===== src/rtl/inst_mem_loader_if.sv =====
// Byte-stream input and instruction-memory write port of the boot loader.
// The loader sits on the slave side; the stream source and memory sit on the master side.
interface inst_mem_loader_if #(
    parameter int ADDR_WIDTH = 10,
    parameter int instWidth  = 32
);
    logic [7:0]            in_data;
    logic                  in_valid;
    logic                  in_ready;
    logic                  mem_we;
    logic [ADDR_WIDTH-1:0] mem_addr;
    logic [instWidth-1:0]  mem_wdata;

    modport master (
        output in_data,
        output in_valid,
        input  in_ready,
        input  mem_we,
        input  mem_addr,
        input  mem_wdata
    );

    modport slave (
        input  in_data,
        input  in_valid,
        output in_ready,
        output mem_we,
        output mem_addr,
        output mem_wdata
    );
endinterface


===== src/rtl/inst_mem_loader.sv =====
// Boot loader: framed byte stream -> little-endian instruction words,
// holding the core in reset until the image checksum verifies.
module inst_mem_loader #(
    parameter int instWidth  = 32,
    parameter int ADDR_WIDTH = 10
) (
    input  logic             clk,
    input  logic             rst,
    inst_mem_loader_if.slave bus,
    output logic             cpu_rst,
    output logic             done,
    output logic             err
);

    typedef enum logic [2:0] {
        S_LEN0,
        S_LEN1,
        S_DATA,
        S_CSUM,
        S_DONE,
        S_ERR
    } state_e;

    localparam logic [16:0] MAX_N = 17'd1 << ADDR_WIDTH;

    state_e                state_q, state_d;
    logic [7:0]            lenlo_q, lenlo_d;
    logic [15:0]           rem_q, rem_d;
    logic [ADDR_WIDTH:0]   widx_q, widx_d;
    logic [1:0]            bidx_q, bidx_d;
    logic [instWidth-1:0]  word_q, word_d;
    logic [7:0]            xor_q, xor_d;
    logic                  we_q, we_d;
    logic [ADDR_WIDTH-1:0] addr_q, addr_d;
    logic [instWidth-1:0]  wdata_q, wdata_d;

    logic                  xfer;
    logic [15:0]           n_len;

    assign xfer  = bus.in_valid && bus.in_ready;
    assign n_len = {bus.in_data, lenlo_q};

    always_ff @(posedge clk) begin
        if (rst) begin
            state_q <= S_LEN0;
            lenlo_q <= '0;
            rem_q   <= '0;
            widx_q  <= '0;
            bidx_q  <= '0;
            word_q  <= '0;
            xor_q   <= '0;
            we_q    <= 1'b0;
            addr_q  <= '0;
            wdata_q <= '0;
        end else begin
            state_q <= state_d;
            lenlo_q <= lenlo_d;
            rem_q   <= rem_d;
            widx_q  <= widx_d;
            bidx_q  <= bidx_d;
            word_q  <= word_d;
            xor_q   <= xor_d;
            we_q    <= we_d;
            addr_q  <= addr_d;
            wdata_q <= wdata_d;
        end
    end

    always_comb begin
        state_d = state_q;
        lenlo_d = lenlo_q;
        rem_d   = rem_q;
        widx_d  = widx_q;
        bidx_d  = bidx_q;
        word_d  = word_q;
        xor_d   = xor_q;
        we_d    = 1'b0;
        addr_d  = addr_q;
        wdata_d = wdata_q;
        if (xfer) begin
            unique case (state_q)
                S_LEN0: begin
                    lenlo_d = bus.in_data;
                    state_d = S_LEN1;
                end
                S_LEN1: begin
                    rem_d = n_len;
                    if ({1'b0, n_len} > MAX_N) begin
                        state_d = S_ERR;
                    end else if (n_len == 16'd0) begin
                        state_d = S_CSUM;
                    end else begin
                        state_d = S_DATA;
                    end
                end
                S_DATA: begin
                    word_d[{bidx_q, 3'b000} +: 8] = bus.in_data;
                    xor_d  = xor_q ^ bus.in_data;
                    bidx_d = bidx_q + 2'd1;
                    // Index past the top of memory cannot occur for a legal N; treat as corrupt.
                    if (bidx_q == 2'd3) begin
                        if (widx_q[ADDR_WIDTH]) begin
                            state_d = S_ERR;
                        end else begin
                            we_d    = 1'b1;
                            addr_d  = widx_q[ADDR_WIDTH-1:0];
                            wdata_d = word_d;
                            widx_d  = widx_q + 1'b1;
                            rem_d   = rem_q - 16'd1;
                            if (rem_q == 16'd1) begin
                                state_d = S_CSUM;
                            end
                        end
                    end
                end
                S_CSUM: begin
                    state_d = (bus.in_data == xor_q) ? S_DONE : S_ERR;
                end
                default: ;
            endcase
        end
    end

    always_comb begin
        bus.in_ready = 1'b0;
        cpu_rst      = 1'b1;
        done         = 1'b0;
        err          = 1'b0;
        unique case (state_q)
            S_LEN0, S_LEN1, S_DATA, S_CSUM: bus.in_ready = !rst;
            S_DONE: begin
                cpu_rst = 1'b0;
                done    = 1'b1;
            end
            S_ERR: err = 1'b1;
            default: ;
        endcase
    end

    assign bus.mem_we    = we_q;
    assign bus.mem_addr  = addr_q;
    assign bus.mem_wdata = wdata_q;

endmodule


===== src/flat_wrapper.sv =====
// flat-port wrapper written by rule: the top's interface ports become plain ports
module inst_mem_loader_flat 
#(
    parameter int instWidth  = 32,
    parameter int ADDR_WIDTH = 10
)
  (clk, rst, cpu_rst, done, err, bus_in_data, bus_in_valid, bus_in_ready, bus_mem_we, bus_mem_addr, bus_mem_wdata);
  inst_mem_loader_if #(.ADDR_WIDTH(ADDR_WIDTH), .instWidth(instWidth)) bus_i ();
  input  logic clk;
  input  logic rst;
  output logic cpu_rst;
  output logic done;
  output logic err;
  input wire logic [$bits(bus_i.in_data)-1:0] bus_in_data;
  input wire logic [$bits(bus_i.in_valid)-1:0] bus_in_valid;
  output wire logic [$bits(bus_i.in_ready)-1:0] bus_in_ready;
  output wire logic [$bits(bus_i.mem_we)-1:0] bus_mem_we;
  output wire logic [$bits(bus_i.mem_addr)-1:0] bus_mem_addr;
  output wire logic [$bits(bus_i.mem_wdata)-1:0] bus_mem_wdata;
  assign bus_i.in_data = bus_in_data;
  assign bus_i.in_valid = bus_in_valid;
  assign bus_in_ready = bus_i.in_ready;
  assign bus_mem_we = bus_i.mem_we;
  assign bus_mem_addr = bus_i.mem_addr;
  assign bus_mem_wdata = bus_i.mem_wdata;
  inst_mem_loader #(.instWidth(instWidth), .ADDR_WIDTH(ADDR_WIDTH)) u_core (.clk(clk), .rst(rst), .bus(bus_i), .cpu_rst(cpu_rst), .done(done), .err(err));
endmodule

===== config.mk =====
export PLATFORM = sky130hd
export DESIGN_NAME = inst_mem_loader_flat
export DESIGN_NICKNAME = d
export VERILOG_FILES = /design/src/rtl/inst_mem_loader_if.sv /design/src/rtl/inst_mem_loader.sv /design/src/flat_wrapper.sv
export SDC_FILE = /design/constraint.sdc
export NUM_CORES = 1
export LEC_CHECK = 0
export CAP_MARGIN = 0
export CORE_AREA = 3 3 94 118
export CTS_BUF_LIST = sky130_fd_sc_hd__clkbuf_4
export DETAILED_ROUTE_END_ITERATION = 16
export DIE_AREA = 0 0 97 121
export PLACE_DENSITY = 0.77
export SLEW_MARGIN = 20
export SYNTH_ARGS = -nofsm -noshare
export SYNTH_HDL_FRONTEND = slang
export SYNTH_SLANG_ARGS = --single-unit

===== constraint.sdc =====
create_clock -name clk -period 2.2 [get_ports clk]
set_input_delay 0.44 -clock clk [delete_from_list [all_inputs] [get_ports clk]]
set_output_delay 0.44 -clock clk [all_outputs]
set_load 0.05 [all_outputs]

==> results.py, run 1 <==
metrics = {
    "finish": {
        "multi_input_area_um2": 2860,
        "syn_to_final_growth_pct": 21.0,
        "fin_util_pct": 66.6,
        "final_area_um2": 6730,
        "drive_gt1_share_pct": 11.7,
        "fillers": 815,
        "ff_latch_area_um2": 2460,
        "fin_nets": 754,
    },
    "sta": {
        "post-route-period-util_pct": 100,
        "hold_viol": 0,
        "drv_slew": 0,
        "setup-tns-final_ns": -0.00808,
        "whs_ns": 0.213,
        "setup_viol": 1,
        "fmax_mhz": 453,
        "worst_pin_slew_ns": 0.559,
        "skew_ns": 0.0137,
        "min_period_ns": 2.21,
        "setup_slack_ns": -0.00808,
        "slew_headroom_pct": 62.4,
        "rsz0062_at_grt": "yes",
    },
    "logic_synthesis": {
        "synth_commonest_cells": "dfxtp_1, nor2_1, a21oi_1",
        "synth-async-reset-ratio_pct": 0,
        "synth_area_leaders": "dfxtp_1, a211oi_1, nor2_1, a21oi_1, nor2b_1",
        "ys_seq_area_share_pct": 44.2,
        "synthFlopType": "dfxtp_1",
        "yosysMostFrequentCell": "dfxtp_1",
        "syn_inst": 675,
        "synth_edf_count": 0,
        "synth-warning-count": 0,
        "yosys.area.top_type": "dfxtp_1",
        "syn_avg_cell_area_um2": 8.24,
        "synth_cell_type_count": 58,
        "syn-cell-area_um2": 5570,
        "synth_top_area_share_pct": 44.2,
        "synth_nets": 695,
        "synth-seq-cells": 123,
    },
    "run_status": {
        "violations": "setup timing",
        "status": "finished with violations",
    },
    "setup_path": {
        "cp-startpoint": "u_core.state_q[1]$_SDFFE_PP0P_",
        "worst_setup_path_start_kind": "flop",
        "endpoint": "done",
        "cp_max_fo": 11,
        "cp.arrival_ns": 1.77,
        "worst_setup_path_end_kind": "output pin",
        "crit-reg2reg-capture": "u_core.rem_q[15]$_SDFFE_PP0P_",
        "r2r_slack_ns": 0.21,
        "reg2reg_from": "u_core.rem_q[3]$_SDFFE_PP0P_",
        "cp.required_ns": 1.76,
        "rr_worst_depth": 4,
        "critical_path_class": "reg2out",
    },
    "cts": {
        "clk_pin_slew_worst_paths_ns": 0.10,
        "clock-sinks": 123,
        "cts-root-buf": "clkbuf_4",
        "h-tree-depth": 4,
        "clockBufferDepth": 2,
        "cts_tree": "done",
        "post-cts-setup-buffer-count": 0,
        "holdBufCountCts": 0,
        "post_cts_resized": 2,
        "cts_inserted_buffers": 17,
        "clock_latency_ns": 0.51,
    },
    "power_and_ir_drop": {
        "power.density_nw_per_um2": 612,
        "p_total_mw": 4.12,
        "vdd_drop_max_uv": 426,
        "p_leak_nw": 2.51,
    },
    "placement": {
        "port-buffer-count": 57,
        "hpwl_mm": 9.37,
        "finalWeightedCongestion": 0.906,
        "dpl-instance-area_um2": 6410,
    },
    "global_routing": {
        "grt_util_all_layers_pct": 24.0,
        "grt_pass1_wl_mm": 23.1,
        "antenna_found_initial": 1,
        "grt_max_degree": 118,
        "gr-total-overflow": 0,
        "grt_pass1_vias": 4823,
    },
    "route": {
        "drtPass1Iterations": 5,
        "drc": 0,
        "viasPerCell": 5.73,
        "drt_iter0_markers": 291,
        "wl_per_cell_um": 15.8,
        "dr_wl_met3_um": 574,
        "m1WireLength_mm": 6.12,
        "top_layer": "met4",
        "routed_wl_mm": 13.8,
        "ant_nets": 0,
        "dr_total_vias": 5016,
        "met2_length_mm": 6.93,
    },
    "job": {
        "cap_violations": 0,
    },
    "die": {
        "fp-row-count": 41,
        "initial_core_util_pct": 55.1,
        "die_h_um": 121,
        "core_um2": 10100,
        "die_w_um": 97,
        "io_pins": 58,
        "die_area_um2": 11700,
    },
    "min_path": {
        "hold_class": "in2reg",
    },
}
## kinds of logic after synthesis
kind of cell,share of synthesized area (%)
AND/OR/NAND/NOR,23.9
AO/OA/AOI/OAI,21.0
flip-flops,44.2
buffers and inverters,4.56
XOR/XNOR,3.93
adder cells (fa/ha/maj),2.02
multiplexers,0.382
## where the power goes
group	switching (mW)	internal [mW]	total [mW]
Clock	0.794	0.818	1.61
Combinational	0.154	0.0953	0.250
Sequential	0.0159	2.24	2.25
Total	0.965	3.15	4.12
## state kept, by name, indices dropped and copies added (netlist names), 3 cells and up
| register | flops |
|---|---|
| u_core.state_q | 3 |
| u_core.lenlo_q | 8 |
| u_core.word_q | 32 |
| u_core.widx_q | 11 |
| u_core.xor_q | 8 |
| u_core.bus.mem_addr | 10 |
| u_core.rem_q | 16 |
| u_core.bus.mem_wdata | 32 |
## per-layer routing
metal	GRT usage (%)	up-vias
met2	41.7	121
li1	-	2484
met4	7.99	0
met3	5.58	20
met1	29.4	2391
met5	0	-
## final cells by class
type | count | area share (%)
diodes | 1 | 0.0372
clock buffers | 21 | 2.34
clock inverters | 10 | 1.86
inverters | 9 | 0.502
multi-input cells | 492 | 42.5
flip-flops and latches | 123 | 36.6
well taps | 129 | 2.40
repair buffers | 91 | 13.8
## layout by cell type (no fill, tap or decap), types with 4 or more instances in the layout
| master | synthesis | final |
|---|---|---|
| a211oi_1 | 66 | 66 |
| a21oi_1 | 69 | 69 |
| a31oi_1 | 6 | 6 |
| and3_1 | 7 | 7 |
| buf_12 | 0 | 7 |
| buf_4 | 2 | 32 |
| clkbuf_4 | 0 | 21 |
| clkdlybuf4s50_1 | 0 | 42 |
| clkinv_2 | 0 | 4 |
| dfxtp_1 | 123 | 122 |
| dlymetal6s2s_1 | 0 | 10 |
| ha_1 | 9 | 9 |
| inv_1 | 8 | 8 |
| nand2_1 | 55 | 55 |
| nand3_1 | 11 | 11 |
| nand4_1 | 7 | 7 |
| nor2_1 | 115 | 113 |
| nor2b_1 | 34 | 33 |
| nor3_1 | 13 | 13 |
| nor4_1 | 5 | 5 |
| o21ai_0 | 19 | 19 |
| xnor2_1 | 12 | 12 |
| xor2_1 | 13 | 13 |
## worst min-delay path by stage
stage                                             start                                  end  cells after the start
floorplan                 u_core.widx_q[9]$_SDFFE_PP0P_  u_core.bus.mem_addr[9]$_SDFFE_PP0P_                      2
global placement    u_core.bus.mem_addr[7]$_SDFFE_PP0P_  u_core.bus.mem_addr[7]$_SDFFE_PP0P_                      2
detailed placement  u_core.bus.mem_addr[3]$_SDFFE_PP0P_  u_core.bus.mem_addr[3]$_SDFFE_PP0P_                      2
CTS                                                 rst        u_core.rem_q[11]$_SDFFE_PP0P_                      2
global route                                        rst         u_core.rem_q[9]$_SDFFE_PP0P_                      2
finish                                              rst         u_core.rem_q[9]$_SDFFE_PP0P_                      2
## stage by stage
stage	instances	setup WS (ns)
after floorplan	675	0.0666
after global placement	844	-0.0419
after detailed placement	844	-0.135
after CTS	875	-0.0405
after global routing	876	-0.120
final	876	-0.00808
## worst max-delay path, stage by stage (launching register included)
cell,delay (ns)
dfxtp_1,0.43
nor2_2,0.37
nand2_1,0.18
inv_1,0.14
buf_12,0.14
(Power assumes the default switching activity.)
==> run 2, diff against run 1 <==
Clock period 2.2 ns to 2.84 ns, I/O delays scaled along.
==> run 2 against run 1 <==
Against the previous run: the flow now finishes without violations; critical path depth is the same; combinational power shrank 24%; global-route usage shrank 0.72 points; clock power shrank 12%; worst hold slack gained 0.11 ns.
==> results.py, run 2 (synthesis results as in run 1) <==
metrics = {
    "setup_path": {
        "worstPathCellList": "nor2b_1 > buf_4 > and2_1 > dlygate4sd2_1",
        "cpMaxStageDelayCell": "dlygate4sd2_1",
        "cp.required_ns": 2.27,
        "worst_setup_path_start_kind": "flop",
        "worst_setup_path_end_kind": "output pin",
        "cp.arrival_ns": 1.99,
        "cp_max_fo": 11,
        "critical_path_class": "reg2out",
        "critical_path.max_stage_delay_ns": 0.52,
    },
    "die": {
        "die_h_um": 121,
        "initial_core_util_pct": 55.1,
        "core_um2": 10100,
        "io_pins": 58,
        "die_area_um2": 11700,
        "die_w_um": 97,
        "fp-row-count": 41,
    },
    "sta": {
        "slew_headroom_pct": 49.5,
        "hold_viol": 0,
        "fmax_mhz": 391,
        "rsz0062_at_grt": "no",
        "setup-tns-final_ns": 0,
        "drv_slew": 0,
        "post-route-period-util_pct": 90.1,
        "skew_ns": 0.0168,
        "worst_pin_slew_ns": 0.756,
        "setup_viol": 0,
        "min_period_ns": 2.56,
    },
    "power_and_ir_drop": {
        "p_leak_nw": 2.30,
        "vdd_drop_max_uv": 380,
        "power.density_nw_per_um2": 504,
    },
    "global_routing": {
        "gr-total-overflow": 0,
        "antenna_found_initial": 0,
        "grt_pass1_wl_mm": 22.4,
        "use_met1_pct": 28.8,
        "top_usage_layer": "met2",
        "grt_max_degree": 113,
        "grt_util_all_layers_pct": 23.3,
        "grt_use_met3_pct": 5.92,
        "grt_util_met2_pct": 39.2,
        "grt_pass1_vias": 4679,
    },
    "cts": {
        "holdBufCountCts": 0,
        "clock-sinks": 123,
        "clockBufferDepth": 2,
        "cts_inserted_buffers": 17,
        "h-tree-depth": 4,
        "clock_latency_ns": 0.53,
        "cts_tree": "done",
        "clk_pin_slew_worst_paths_ns": 0.11,
        "post-cts-setup-buffer-count": 0,
        "cts-root-buf": "clkbuf_4",
    },
    "route": {
        "drt_iter0_markers": 353,
        "wl_per_cell_um": 15.5,
        "dr_total_vias": 4963,
        "routed_wl_mm": 13.5,
        "drc": 0,
        "viasPerCell": 5.72,
        "drtPass1Iterations": 5,
        "ant_nets": 0,
    },
    "job": {
        "cap_violations": 0,
    },
    "finish": {
        "antenna_cells": 0,
        "fin_nets": 745,
        "most-common-layout-cells": "dfxtp_1, nor2_1, a21oi_1",
        "fin_util_pct": 65.8,
        "drive_gt1_share_pct": 10.0,
        "fillers": 846,
        "syn_to_final_growth_pct": 19.5,
        "final_common_cell": "dfxtp_1",
    },
    "placement": {
        "port-buffer-count": 57,
        "hpwl_mm": 9.05,
        "finalWeightedCongestion": 0.915,
    },
    "run_status": {
        "status": "completed",
    },
    "min_path": {
        "hold_class": "in2reg",
    },
}
==> run 2: timing repair <==
action,CTS,global route
endpoints found under the setup margin,1,2
gates resized for setup,1,2
endpoints found under the hold margin,0,0
==> run 2: worst max-delay path: cells and delay by family, from the launching register on <==
kind,cells,cell delay [ns]
buffers and inverters,2,0.66
DFF,1,0.51
and+or+nand+nor,2,0.28
==> run 2: cell type report <==
type	count	area [um2]	area share, %
Clock inverter	15	204	3.07
Tap cell	129	161	2.43
Inverter	9	33.8	0.508
Multi-Input combinational cell	492	2860	42.9
Clock buffer	17	128	1.92
Sequential cell	123	2460	37.0
Timing Repair Buffer	82	807	12.1
==> run 2: final timing paths <==
path | slack [ns] | end | from | cells past startpoint
worst min register to register | 0.46 | u_core.bus.mem_addr[7]$_SDFFE_PP0P_ | u_core.bus.mem_addr[7]$_SDFFE_PP0P_ | 2
worst max-delay path | 0.28 | err | u_core.state_q[0]$_SDFFE_PP0P_ | 4
worst min-delay path | 0.32 | u_core.rem_q[4]$_SDFFE_PP0P_ | rst | 2
worst max register to register | 0.48 | u_core.word_q[25]$_SDFFE_PP0P_ | u_core.bidx_q[0]$_SDFFE_PP0P_ | 5
==> run 2: routing by layer <==
layer	up-vias	share of wire, %
met5	-	0
met4	0	2.5
met3	35	5.6
met2	134	48
met1	2338	44
li1	2456	-
==> run 2: where the power goes <==
part | total (mW) | internal, mW | switching [mW]
clock network | 1.42 | 0.772 | 0.649
registers | 1.75 | 1.73 | 0.0119
logic | 0.189 | 0.0709 | 0.118
==> run 2: stage by stage <==
stage / power (mW) / setup slack, ns / area, um2 / cells / hold slack, ns
final: 3.36 / 0.281 / 6650 / 867 / 0.319
after global routing: 3.47 / 0.136 / 6650 / 867 / 0.302
after CTS: 3.37 / 0.0480 / 6630 / 866 / 0.292
after detailed placement: 1.97 / 0.224 / 6300 / 834 / 0.450
after global placement: 1.97 / 0.298 / 6300 / 834 / 0.445
after floorplan: 1.90 / 0.579 / 5570 / 675 / 0.439
